$ cat config.mk
export PLATFORM = sky130hd
export DESIGN_NAME = proc_run_ctrl_flat
export DESIGN_NICKNAME = d
export VERILOG_FILES = /design/src/rtl/proc_run_ctrl_if.sv /design/src/rtl/proc_run_ctrl.sv /design/src/flat_wrapper.sv
export SDC_FILE = /design/constraint.sdc
export NUM_CORES = 1
export LEC_CHECK = 0
export CAP_MARGIN = 25
export CORE_ASPECT_RATIO = 0.8
export CORE_MARGIN = 2
export CORE_UTILIZATION = 45
export DETAILED_ROUTE_END_ITERATION = 8
export DONT_BUFFER_PORTS = 1
export SETUP_SLACK_MARGIN = 0.2
export SYNTH_ARGS = -nofsm -noshare
export SYNTH_HDL_FRONTEND = slang
export SYNTH_SLANG_ARGS = --single-unit
$ cat constraint.sdc
create_clock -name clk0 -period 1.9 [get_ports clk0]
set_input_delay 0.285 -clock clk0 [delete_from_list [all_inputs] [get_ports clk0]]
set_output_delay 0.285 -clock clk0 [all_outputs]
set_load 0.05 [all_outputs]
$ cat src/rtl/proc_run_ctrl_if.sv
// ---------------------------------------------------------------------------
// proc_run_ctrl_if
//   Groups the board-side buttons and the processor-side control/debug signals
//   of the run/step/reset sequencer into one bundle.
//
//   Signals
//     btn_rst    raw push button, processor reset request (bouncy, async)
//     btn_run    raw push button, run/pause toggle
//     btn_step   raw push button, single step (only used when the sequencer
//                is built with PRC_SINGLE_STEP_EN)
//     proc_rst   active-high reset to the processor
//     proc_en    clock enable to the processor
//     state_o    sequencer state: 00 HOLD, 01 PAUSED, 10 RUN, 11 STEP
//     cycle_cnt  number of enabled processor cycles since the last HOLD
//
//   Modports
//     master     board / stimulus side: drives the buttons, observes outputs
//     slave      the sequencer itself
// ---------------------------------------------------------------------------
interface proc_run_ctrl_if #(
    parameter int CNT_W = 32
);
    logic             btn_rst;
    logic             btn_run;
    logic             btn_step;
    logic             proc_rst;
    logic             proc_en;
    logic [1:0]       state_o;
    logic [CNT_W-1:0] cycle_cnt;

    modport master (
        output btn_rst,
        output btn_run,
        output btn_step,
        input  proc_rst,
        input  proc_en,
        input  state_o,
        input  cycle_cnt
    );

    modport slave (
        input  btn_rst,
        input  btn_run,
        input  btn_step,
        output proc_rst,
        output proc_en,
        output state_o,
        output cycle_cnt
    );
endinterface

$ cat src/rtl/proc_run_ctrl.sv
// ---------------------------------------------------------------------------
// proc_run_ctrl
//   Run/step/reset sequencer for the processor core on the board top. Turns the
//   raw push buttons into a clean processor reset and clock enable, and exposes
//   the sequencer state and an enabled-cycle counter for LEDs/debug.
//
//   Ports
//     clk0   in   system clock
//     rst0   in   asynchronous, active-low reset (clears everything at once)
//     bus    slave modport of proc_run_ctrl_if (buttons in, proc_rst/proc_en/
//            state_o/cycle_cnt out)
//
//   Parameters
//     DEBOUNCE_CYCLES  equal synchronized samples before a new button level
//                      is accepted
//     RST_HOLD_CYCLES  cycles proc_rst stays high after the debounced reset
//                      request is released
//     CNT_W            width of cycle_cnt (must match the interface)
//
//   Build option
//     PRC_SINGLE_STEP_EN  when defined, the btn_step path and the STEP state
//                         are built. When undefined, btn_step is ignored, the
//                         STEP state is unreachable and PAUSED is left only by
//                         a run pulse or a reset.
//
//   Button path: 2-flop synchronizer -> debounce counter -> rising-edge pulse.
//   Raw press to pulse is 2 + DEBOUNCE_CYCLES + 1 cycles, pulse to state change
//   one more cycle. The reset button is used as a debounced level, not a pulse.
// ---------------------------------------------------------------------------
module proc_run_ctrl #(
    parameter int DEBOUNCE_CYCLES = 1_000_000,
    parameter int RST_HOLD_CYCLES = 16,
    parameter int CNT_W           = 32
) (
    input  logic                  clk0,
    input  logic                  rst0,
    proc_run_ctrl_if.slave        bus
);

    // Button indices inside the per-button vectors.
    localparam int B_RST  = 0;
    localparam int B_RUN  = 1;
`ifdef PRC_SINGLE_STEP_EN
    localparam int B_STEP = 2;
    localparam int NB     = 3;
`else
    localparam int NB     = 2;
`endif

    localparam int                DB_W      = $clog2(DEBOUNCE_CYCLES + 1);
    localparam logic [DB_W-1:0]   DB_LAST   = DB_W'(DEBOUNCE_CYCLES - 1);
    localparam int                HOLD_W    = $clog2(RST_HOLD_CYCLES + 1);
    localparam logic [HOLD_W-1:0] HOLD_LAST = HOLD_W'(RST_HOLD_CYCLES - 1);

    typedef enum logic [1:0] {
        S_HOLD   = 2'b00,
        S_PAUSED = 2'b01,
        S_RUN    = 2'b10,
        S_STEP   = 2'b11
    } state_t;

    // -----------------------------------------------------------------------
    // Button input path
    // -----------------------------------------------------------------------
    logic [NB-1:0]   raw_btn;
    logic [NB-1:0]   sync1_q;
    logic [NB-1:0]   sync2_q;
    logic [NB-1:0]   deb_q;
    logic [DB_W-1:0] db_cnt_q [NB];

    // Edge detection is only needed for the pulse buttons (run, step).
    logic [NB-1:1]   deb_prev_q;
    logic [NB-1:1]   pulse_q;

`ifdef PRC_SINGLE_STEP_EN
    assign raw_btn = {bus.btn_step, bus.btn_run, bus.btn_rst};
`else
    assign raw_btn = {bus.btn_run, bus.btn_rst};

    // btn_step has no logic behind it in this build.
    logic unused_btn_step;
    assign unused_btn_step = bus.btn_step;
`endif

    always_ff @(posedge clk0 or negedge rst0) begin
        if (!rst0) begin
            sync1_q    <= '0;
            sync2_q    <= '0;
            deb_q      <= '0;
            deb_prev_q <= '0;
            pulse_q    <= '0;
            for (int b = 0; b < NB; b++) begin
                db_cnt_q[b] <= '0;
            end
        end else begin
            sync1_q <= raw_btn;
            sync2_q <= sync1_q;

            // The counter only advances while the synchronized sample differs
            // from the accepted level; any sample equal to the accepted level
            // (i.e. a bounce back) reloads it.
            for (int b = 0; b < NB; b++) begin
                if (sync2_q[b] == deb_q[b]) begin
                    db_cnt_q[b] <= '0;
                end else if (db_cnt_q[b] == DB_LAST) begin
                    deb_q[b]    <= sync2_q[b];
                    db_cnt_q[b] <= '0;
                end else begin
                    db_cnt_q[b] <= db_cnt_q[b] + DB_W'(1);
                end
            end

            // Registered rising edge: one pulse per accepted press, none on release.
            deb_prev_q <= deb_q[NB-1:1];
            pulse_q    <= deb_q[NB-1:1] & ~deb_prev_q;
        end
    end

    logic rst_lvl;
    logic run_pulse;
    logic step_pulse;

    assign rst_lvl   = deb_q[B_RST];
    assign run_pulse = pulse_q[B_RUN];
`ifdef PRC_SINGLE_STEP_EN
    assign step_pulse = pulse_q[B_STEP];
`else
    assign step_pulse = 1'b0;
`endif

    // -----------------------------------------------------------------------
    // Sequencer FSM, hold counter and enabled-cycle counter
    // -----------------------------------------------------------------------
    state_t            state_q,    state_d;
    logic [HOLD_W-1:0] hold_cnt_q, hold_cnt_d;
    logic [CNT_W-1:0]  cyc_cnt_q,  cyc_cnt_d;
    logic              proc_rst_q;
    logic              proc_en_q;

    always_comb begin
        state_d    = state_q;
        hold_cnt_d = '0;

        if (rst_lvl) begin
            // Reset request overrides everything and keeps the hold counter reloaded.
            state_d = S_HOLD;
        end else begin
            case (state_q)
                S_HOLD: begin
                    if (hold_cnt_q == HOLD_LAST) begin
                        state_d = S_PAUSED;
                    end else begin
                        hold_cnt_d = hold_cnt_q + HOLD_W'(1);
                    end
                end
                S_PAUSED: begin
                    // Run wins over step when both arrive together.
                    if (run_pulse) begin
                        state_d = S_RUN;
                    end else if (step_pulse) begin
                        state_d = S_STEP;
                    end
                end
                S_RUN: begin
                    if (run_pulse) begin
                        state_d = S_PAUSED;
                    end
                end
                S_STEP: begin
                    state_d = S_PAUSED;
                end
                default: begin
                    state_d = S_HOLD;
                end
            endcase
        end
    end

    // The counter clears on the same edge that enters HOLD, and counts the
    // cycle that just completed with proc_en high (wraps silently).
    always_comb begin
        cyc_cnt_d = cyc_cnt_q;
        if (state_d == S_HOLD) begin
            cyc_cnt_d = '0;
        end else if (proc_en_q) begin
            cyc_cnt_d = cyc_cnt_q + CNT_W'(1);
        end
    end

    // Outputs are registered from the next state, so they change in lockstep
    // with state_q and never glitch.
    always_ff @(posedge clk0 or negedge rst0) begin
        if (!rst0) begin
            state_q    <= S_HOLD;
            hold_cnt_q <= '0;
            cyc_cnt_q  <= '0;
            proc_rst_q <= 1'b1;
            proc_en_q  <= 1'b0;
        end else begin
            state_q    <= state_d;
            hold_cnt_q <= hold_cnt_d;
            cyc_cnt_q  <= cyc_cnt_d;
            proc_rst_q <= (state_d == S_HOLD);
            proc_en_q  <= (state_d == S_RUN) || (state_d == S_STEP);
        end
    end

    assign bus.proc_rst  = proc_rst_q;
    assign bus.proc_en   = proc_en_q;
    assign bus.state_o   = state_q;
    assign bus.cycle_cnt = cyc_cnt_q;

endmodule

$ cat src/flat_wrapper.sv
// flat-port wrapper written by rule: the top's interface ports become plain ports
module proc_run_ctrl_flat 
#(
    parameter int DEBOUNCE_CYCLES = 1_000_000,
    parameter int RST_HOLD_CYCLES = 16,
    parameter int CNT_W           = 32
)
  (clk0, rst0, bus_btn_rst, bus_btn_run, bus_btn_step, bus_proc_rst, bus_proc_en, bus_state_o, bus_cycle_cnt);
  proc_run_ctrl_if #(.CNT_W(CNT_W)) bus_i ();
  input  logic clk0;
  input  logic rst0;
  input wire logic [$bits(bus_i.btn_rst)-1:0] bus_btn_rst;
  input wire logic [$bits(bus_i.btn_run)-1:0] bus_btn_run;
  input wire logic [$bits(bus_i.btn_step)-1:0] bus_btn_step;
  output wire logic [$bits(bus_i.proc_rst)-1:0] bus_proc_rst;
  output wire logic [$bits(bus_i.proc_en)-1:0] bus_proc_en;
  output wire logic [$bits(bus_i.state_o)-1:0] bus_state_o;
  output wire logic [$bits(bus_i.cycle_cnt)-1:0] bus_cycle_cnt;
  assign bus_i.btn_rst = bus_btn_rst;
  assign bus_i.btn_run = bus_btn_run;
  assign bus_i.btn_step = bus_btn_step;
  assign bus_proc_rst = bus_i.proc_rst;
  assign bus_proc_en = bus_i.proc_en;
  assign bus_state_o = bus_i.state_o;
  assign bus_cycle_cnt = bus_i.cycle_cnt;
  proc_run_ctrl #(.DEBOUNCE_CYCLES(DEBOUNCE_CYCLES), .RST_HOLD_CYCLES(RST_HOLD_CYCLES), .CNT_W(CNT_W)) u_core (.clk0(clk0), .rst0(rst0), .bus(bus_i));
endmodule
==> results of run 1 <==
## kinds of logic (layout without fill, tap and decap cells)
logic type | after synthesis | after routing | synth area share, %
buffers and inverters | 32 | 138 | 3.03
and+or+nand+nor | 194 | 195 | 25.3
DFF | 89 | 89 | 51.8
adders and majority gates | 4 | 4 | 1.16
AOI/OAI and AO/OA | 67 | 67 | 9.43
muxes | 6 | 6 | 1.51
xor gates and xnor gates | 38 | 38 | 7.74
## registers in the layout, indices dropped and copies added, names as in the netlist
register,flops
u_core.sync1_q,2
u_core.bus.proc_en,1
u_core.sync2_q,2
u_core.bus.cycle_cnt,32
u_core.bus.state_o,2
u_core.db_cnt_q,40
u_core.bus.proc_rst,1
u_core.deb_q,2
u_core.pulse_q,1
u_core.hold_cnt_q,5
u_core.deb_prev_q,1
## metal layers
layer  up-vias  track usage, %  part of all wire [%]
met4         0            6.00                   1.5
met2        75            32.4                    50
met5         -               0                     0
met1      1838            24.8                    44
li1       1750               -                     -
met3        17            4.67                   4.3
## power by group
part	internal, W	switching, W	total [W]
Sequential	0.00191	0.0000171	0.00193
Combinational	0.0000727	0.0000685	0.000141
Clock	0.00103	0.000710	0.00174
## cell type report
class                      instances  area [µm²]  share of cell area, %
inverter                          15        56.3                  0.915
tap                              115         144                   2.34
clock buffer                      14         284                   4.62
clock inverter                     2        10.0                  0.163
timing repair buffer             107         923                   15.0
multi-input combinational        310        2470                   40.2
sequential                        89        2260                   36.8
## synth_stat cells (all sizes together)
cell    number  area share (%)
nor2b        1            0.15
clkbuf      11            0.96
or4b         3            0.70
dfrtp       88              51
dfstp        1            0.61
nor4         9             1.3
or3b         1            0.20
nand4       12             2.4
a21o         1            0.17
mux2i        2            0.47
nor2        46             4.0
buf          6            0.76
nor4b        2            0.41
inv         15             1.3
nand2       26             2.3
xnor2       22             4.5
nand3b       1            0.17
or2          1            0.15
or4         20             3.6
ha           4             1.2
o21ai       14             1.6
nor3         9             1.0
and4         5             1.0
and2         4            0.58
mux2         4             1.0
nand3       28             3.3
nor4bb       1            0.23
xor2        16             3.3
and3         5            0.76
nand4b       1            0.20
or3         17             2.5
a21oi       34             4.0
nand2b       2            0.29
o31ai       18             3.6
## through the flow
step                cell area, µm²  TNS, ns  hold slack [ns]  setup WS, ns
finish                        6150   -0.137           -0.362       -0.0462
global route                  6150   -0.852           -0.374        -0.104
CTS                           5560   -0.222           -0.374       -0.0358
detailed placement            5010   -0.419         -0.00841        -0.120
global placement              5010   -0.114         -0.00822       -0.0439
floorplan                     4430    -2.38          -0.0106        -0.248
## cell usage in the layout, fill, tap and decap left out, types with 3 or more instances in the layout
cell type,n
or4b_4,3
a21oi_2,23
or4_4,14
clkbuf_8,4
nand3_1,23
inv_1,15
or3_1,12
buf_6,10
nand3_2,3
nand4_1,10
nor3_1,6
o31ai_1,15
and3_1,4
clkbuf_16,11
or3_4,6
xnor2_1,20
dfrtp_2,27
a21oi_1,10
or4_1,6
buf_4,88
nand2_1,23
nor2_4,21
and2_1,4
and4_1,4
nor4_1,8
nor2_1,23
buf_8,4
xor2_1,16
o21ai_0,14
dfrtp_1,61
## worst max-delay path: stages (launching register included)
cell and delay (ns):
dfrtp_2 0.38, buf_6 0.11, ha_4 0.12, nand4_1 0.14
buf_4 0.18, or3_4 0.41, or4_1 0.40, a21oi_1 0.13
## timing repair
action	4_1_cts	5_1_grt
setup buffers	17	12
pin swaps	13	32
gates resized for setup	24	109
gates cloned	0	6
hold endpoints to repair	91	89
endpoints found under the setup margin	33	59
## worst paths after layout
path,from,end,slack [ns],cells past startpoint
setup / recovery,u_core.bus.cycle_cnt[1]$_DFFE_PN0P_,u_core.bus.cycle_cnt[22]$_DFFE_PN0P_,-0.05,7
hold / removal,rst0,u_core.bus.cycle_cnt[2]$_DFFE_PN0P_,-0.36,0
setup reg to reg,u_core.bus.cycle_cnt[1]$_DFFE_PN0P_,u_core.bus.cycle_cnt[22]$_DFFE_PN0P_,-0.05,7
hold reg to reg,u_core.sync1_q[1]$_DFF_PN0_,u_core.sync2_q[1]$_DFF_PN0_,0.36,0
max in group asynchronous,rst0,u_core.bus.proc_rst$_DFF_PN1_,2.09,0
min in group clk0,u_core.sync1_q[1]$_DFF_PN0_,u_core.sync2_q[1]$_DFF_PN0_,0.36,0
==> run_results.csv, run 1 <==
group,metric,value,unit
drt,via_per_inst,5.64,
placed_design,place_congestion,0.737,
power_and_ir_drop,p_total,0.00380,W
setup_path,required,2.16,ns
timing,holdWs,-0.362,ns
power_and_ir_drop,power_density,619,nW/µm²
timing,fin_crit_sh,102,%
global_routing,antenna_found_initial,0,
power_and_ir_drop,ir_worst_vdd,0.572,mV
drt,wire_per_inst,16.6,µm
clock_tree,clk_latency,0.34,ns
setup_path,worstSetupPathType,"reg2reg",
timing,clock.fmax,514,MHz
drt,routed_wl,10800,µm
drt,first_iter_violations,268,
timing,hold_viol_final,89,
die,fp.dieH,91.4,µm
global_routing,grt_pass1_vias,3471,
die,design.die.area,10400,µm²
clock_tree,cts.sinks,89,
clock_tree,htree_levels,3,
timing,fin_worst_skew,0.00644,ns
min_path,min_path_type,"in2async",
finish,final-instance-count-excl-fill,652,
timing,tightest_slew,0.509,ns
timing,setup_slack,-0.0462,ns
setup_path,cp_max_fo,6,
timing,maxSlewViolCount,0,
drt,num_vias,3680,
global_routing,grt_max_degree,90,
finish,utilization,67.2,%
clock_tree,cts_tree,"built",
die,initial_utilization,47.0,%
global_routing,grt.overflow.total,0,
die,fp-row-count,31,
synthesis,ys_seq_area_share,51.8,%
clock_tree,clockRootBuffer,"clkbuf_16",
setup_path,crit_path_end_kind,"flip-flop",
synthesis,syn_area_per_cell,10.0,µm²
die,die_w,113,µm
drt,antenna_left,0,
synthesis,yosys_warnings,0,
finish,nNetsFinal,541,
synthesis,synthCells,430,
timing,min_period,1.95,ns
setup_path,worst-endpoint-arrival,2.21,ns
synthesis,synth_area,4300,µm²
global_routing,grt_pass1_wl,16300,µm
timing,timing.slew.headroom,66.0,%
clock_tree,cts_hold_buf,2,
run_status,violations,"design-rule violations, negative hold slack, negative setup slack",
job,drv_cap,0,
global_routing,grtUsageTotal,19.3,%
die,io_pins,41,
power_and_ir_drop,leakage,2.53,nW
die,fp.coreArea,9150,µm²
drt,drt_pass1_iterations,6,
finish,area_growth,43.1,%
synthesis,synth_seq_cells,89,
finish,drive_gt1_share,46.6,%
clock_tree,clk_pin_slew,0.06,ns
clock_tree,numCtsBuffers,9,
finish,fill_cells,678,
clock_tree,cts.path.max_buffers,2,
placed_design,port_buffers,0,
synthesis,ys_types,41,
timing,rsz0062_at_grt,"yes",
setup_path,crit_path_start_kind,"flip-flop",
timing,setup_violations,8,
placed_design,dpl.hpwl,6260,µm
placed_design,placed_cells,599,
run_status,status,"complete, but fails checks",
drt,drc_errors,5,
synthesis,synth_nets,439,
finish,diodes,0,
Note: power is estimated with default switching activity, not from simulation.
==> inputs of run 2 (changes only) <==
Settings changed: ABC_CLOCK_PERIOD_IN_PS set to 1900, CORE_UTILIZATION 45 to 57, PLACE_DENSITY set to 0.75.
==> run 2 against run 1 <==
Effect of this change:
- the flow finishes with violations (negative hold slack, negative setup slack)
- flip-flop and latch count did not move
- non-clock buffer count fell by 4
- critical endpoint is now u_core.bus.cycle_cnt[27]$_DFFE_PN0P_
- via count rose by 2.8%
==> run_results.csv, run 2 (synthesized netlist as in run 1, its figures left out) <==
group,metric,value,unit
run_status,status,"complete, but fails checks",
run_status,violations,"negative hold slack, negative setup slack",
drt,dr.max_layer_used,"met4",
drt,antenna_left,0,
timing,setup_violations,6,
power_and_ir_drop,p_clk_share,38.8,%
global_routing,grt_max_degree,90,
finish,final_cell_mix,"81 x buf_4, 65 x dfrtp_1, 25 x nor2_1",
power_and_ir_drop,p_int,0.00261,W
finish,final-instance-count-excl-fill,622,
timing,fin_crit_sh,103,%
clock_tree,cts_hold_buf,2,
setup_path,rrSetupSlack,-0.05,ns
die,fp-row-count,28,
placed_design,dpl.hpwl,6080,µm
timing,rsz0062_at_grt,"yes",
clock_tree,clk_latency,0.37,ns
die,design.die.area,8260,µm²
drt,wl_met2,5700,µm
setup_path,worstSetupPathType,"reg2reg",
drt,wl_met3,660,µm
finish,area_growth,40.0,%
drt,m1WireLength,4840,µm
clock_tree,cts_tree,"built",
die,fp.dieH,81.7,µm
global_routing,grtUsageTotal,23.8,%
die,fp.coreArea,7360,µm²
global_routing,grt.overflow.total,0,
timing,tightest_slew,0.508,ns
drt,drt_pass1_iterations,4,
power_and_ir_drop,power_frac_comb,4.4,%
finish,diodes,0,
drt,num_vias,3782,
drt,wire_per_inst,18.5,µm
die,die_w,101,µm
setup_path,crit_family,"simple AND/OR/NAND/NOR gates",
timing,maxSlewViolCount,0,
power_and_ir_drop,ir_worst_vdd,0.482,mV
timing,holdWs,-0.399,ns
placed_design,placed_cells,568,
drt,drc_errors,0,
setup_path,worst-endpoint-arrival,2.25,ns
finish,largest_register_ffs,40,
min_path,min_path_type,"in2async",
die,io_pins,41,
timing,timing.slew.headroom,66.2,%
setup_path,worstPathCellList,"and4_1 -> or4b_4 -> buf_12 -> or4_4 -> a21oi_2",
die,initial_utilization,58.4,%
placed_design,place_congestion,0.818,
timing,fin_worst_skew,0.0119,ns
setup_path,critical_path.max_stage_delay,0.53,ns
power_and_ir_drop,seqPwrFrac,56.8,%
clock_tree,cts.sinks,89,
setup_path,cp_num_buf_inv,1,
finish,drive_gt1_share,45.5,%
finish,mostFrequentLayoutCell,"buf_4",
setup_path,crit_path_start_kind,"flip-flop",
power_and_ir_drop,power_density,561,nW/µm²
clock_tree,clk_pin_slew,0.09,ns
setup_path,crit_path_end_kind,"flip-flop",
placed_design,port_buffers,0,
timing,hold_viol_final,89,
timing,min_period,1.95,ns
power_and_ir_drop,p_sw_share,22.6,%
global_routing,antenna_found_initial,0,
setup_path,required,2.20,ns
timing,setup_slack,-0.0477,ns
drt,routed_wl,11500,µm
finish,regMostFlops,"u_core.db_cnt_q",
clock_tree,cts.path.max_buffers,2,
timing,setup_tns,-0.209,ns
power_and_ir_drop,leakage,2.48,nW
finish,nNetsFinal,536,
drt,via_per_inst,6.08,
timing,clock.fmax,513,MHz
clock_tree,numCtsBuffers,9,
clock_tree,htree_levels,3,
clock_tree,clockRootBuffer,"clkbuf_8",
global_routing,grt_pass1_wl,15600,µm
setup_path,crit_slowest_cell,"or4b_4",
global_routing,grt_pass1_vias,3356,
drt,first_iter_violations,251,
setup_path,cp_max_fo,7,
power_and_ir_drop,switchingPower,0.000762,W
job,drv_cap,0,
-- run 2: changes by cell type in the layout (fill, tap and decap cells not counted), sizes merged --
cell,delta
clkinvlp,+1
clkbuf,-3
or3,-1
bufinv,+1
clkinv,+2
buf,-5
-- run 2: power by group through the flow --
stage	registers, W	clock network, W	logic [W]
global route	0.00192	0.00139	0.000156
detailed placement	0.00196	0	0.0000565
finish	0.00192	0.00131	0.000148
CTS	0.00192	0.00132	0.0000977
global placement	0.00196	0	0.0000548
floorplan	0.00196	0	0.0000376
-- run 2: final timing paths --
path,cells past startpoint,start,to
setup / recovery,5,u_core.bus.cycle_cnt[1]$_DFFE_PN0P_,u_core.bus.cycle_cnt[27]$_DFFE_PN0P_
hold / removal,0,rst0,u_core.bus.cycle_cnt[17]$_DFFE_PN0P_
setup reg to reg,5,u_core.bus.cycle_cnt[1]$_DFFE_PN0P_,u_core.bus.cycle_cnt[27]$_DFFE_PN0P_
hold reg to reg,0,u_core.sync1_q[1]$_DFF_PN0_,u_core.sync2_q[1]$_DFF_PN0_
max in group asynchronous,0,rst0,u_core.bus.proc_rst$_DFF_PN1_
min in group clk0,0,u_core.sync1_q[1]$_DFF_PN0_,u_core.sync2_q[1]$_DFF_PN0_
-- run 2: what timing repair did --
action,in CTS,in global routing
cloned,0,4
endpoints found under the hold margin,91,89
setup buffers,23,9
pin swaps,19,33
resized for setup,38,88
setup endpoints to repair,41,56
-- run 2: metal layers --
| metal | track usage [%] | vias up |
|---|---|---|
| met5 | 0 | - |
| li1 | - | 1736 |
| met4 | 5.95 | 0 |
| met3 | 6.30 | 28 |
| met2 | 39.9 | 109 |
| met1 | 31.0 | 1909 |
-- run 2: layout make-up --
type,instances,area (µm²)
multi-input cells,309,2480
well taps,90,113
repair buffers,103,916
clock inverters,6,57.6
fillers,411,1340
inverters,15,56.3
clock buffers,10,138
flip-flops and latches,89,2260
-- run 2: metrics by stage --
step	total power (W)	util (%)	hold slack (ns)	worst slack [ns]	instance area (µm²)
3_5_place_dp	0.00201	67.1	-0.00877	-0.0890	4940
4_1_cts	0.00333	74.5	-0.397	-0.0525	5480
5_1_grt	0.00347	81.8	-0.413	-0.106	6020
6_report	0.00337	81.8	-0.399	-0.0477	6020
2_1_floorplan	0.00199	-	-0.0106	-0.248	4430
3_3_place_gp	0.00201	67.1	-0.00845	-0.0624	4940
-- run 2: worst reg2reg max path, cell delays in order, from the launching register on --
cell	delay [ns]
dfrtp_2	0.37
and4_1	0.22
or4b_4	0.53
buf_12	0.17
or4_4	0.48
a21oi_2	0.13
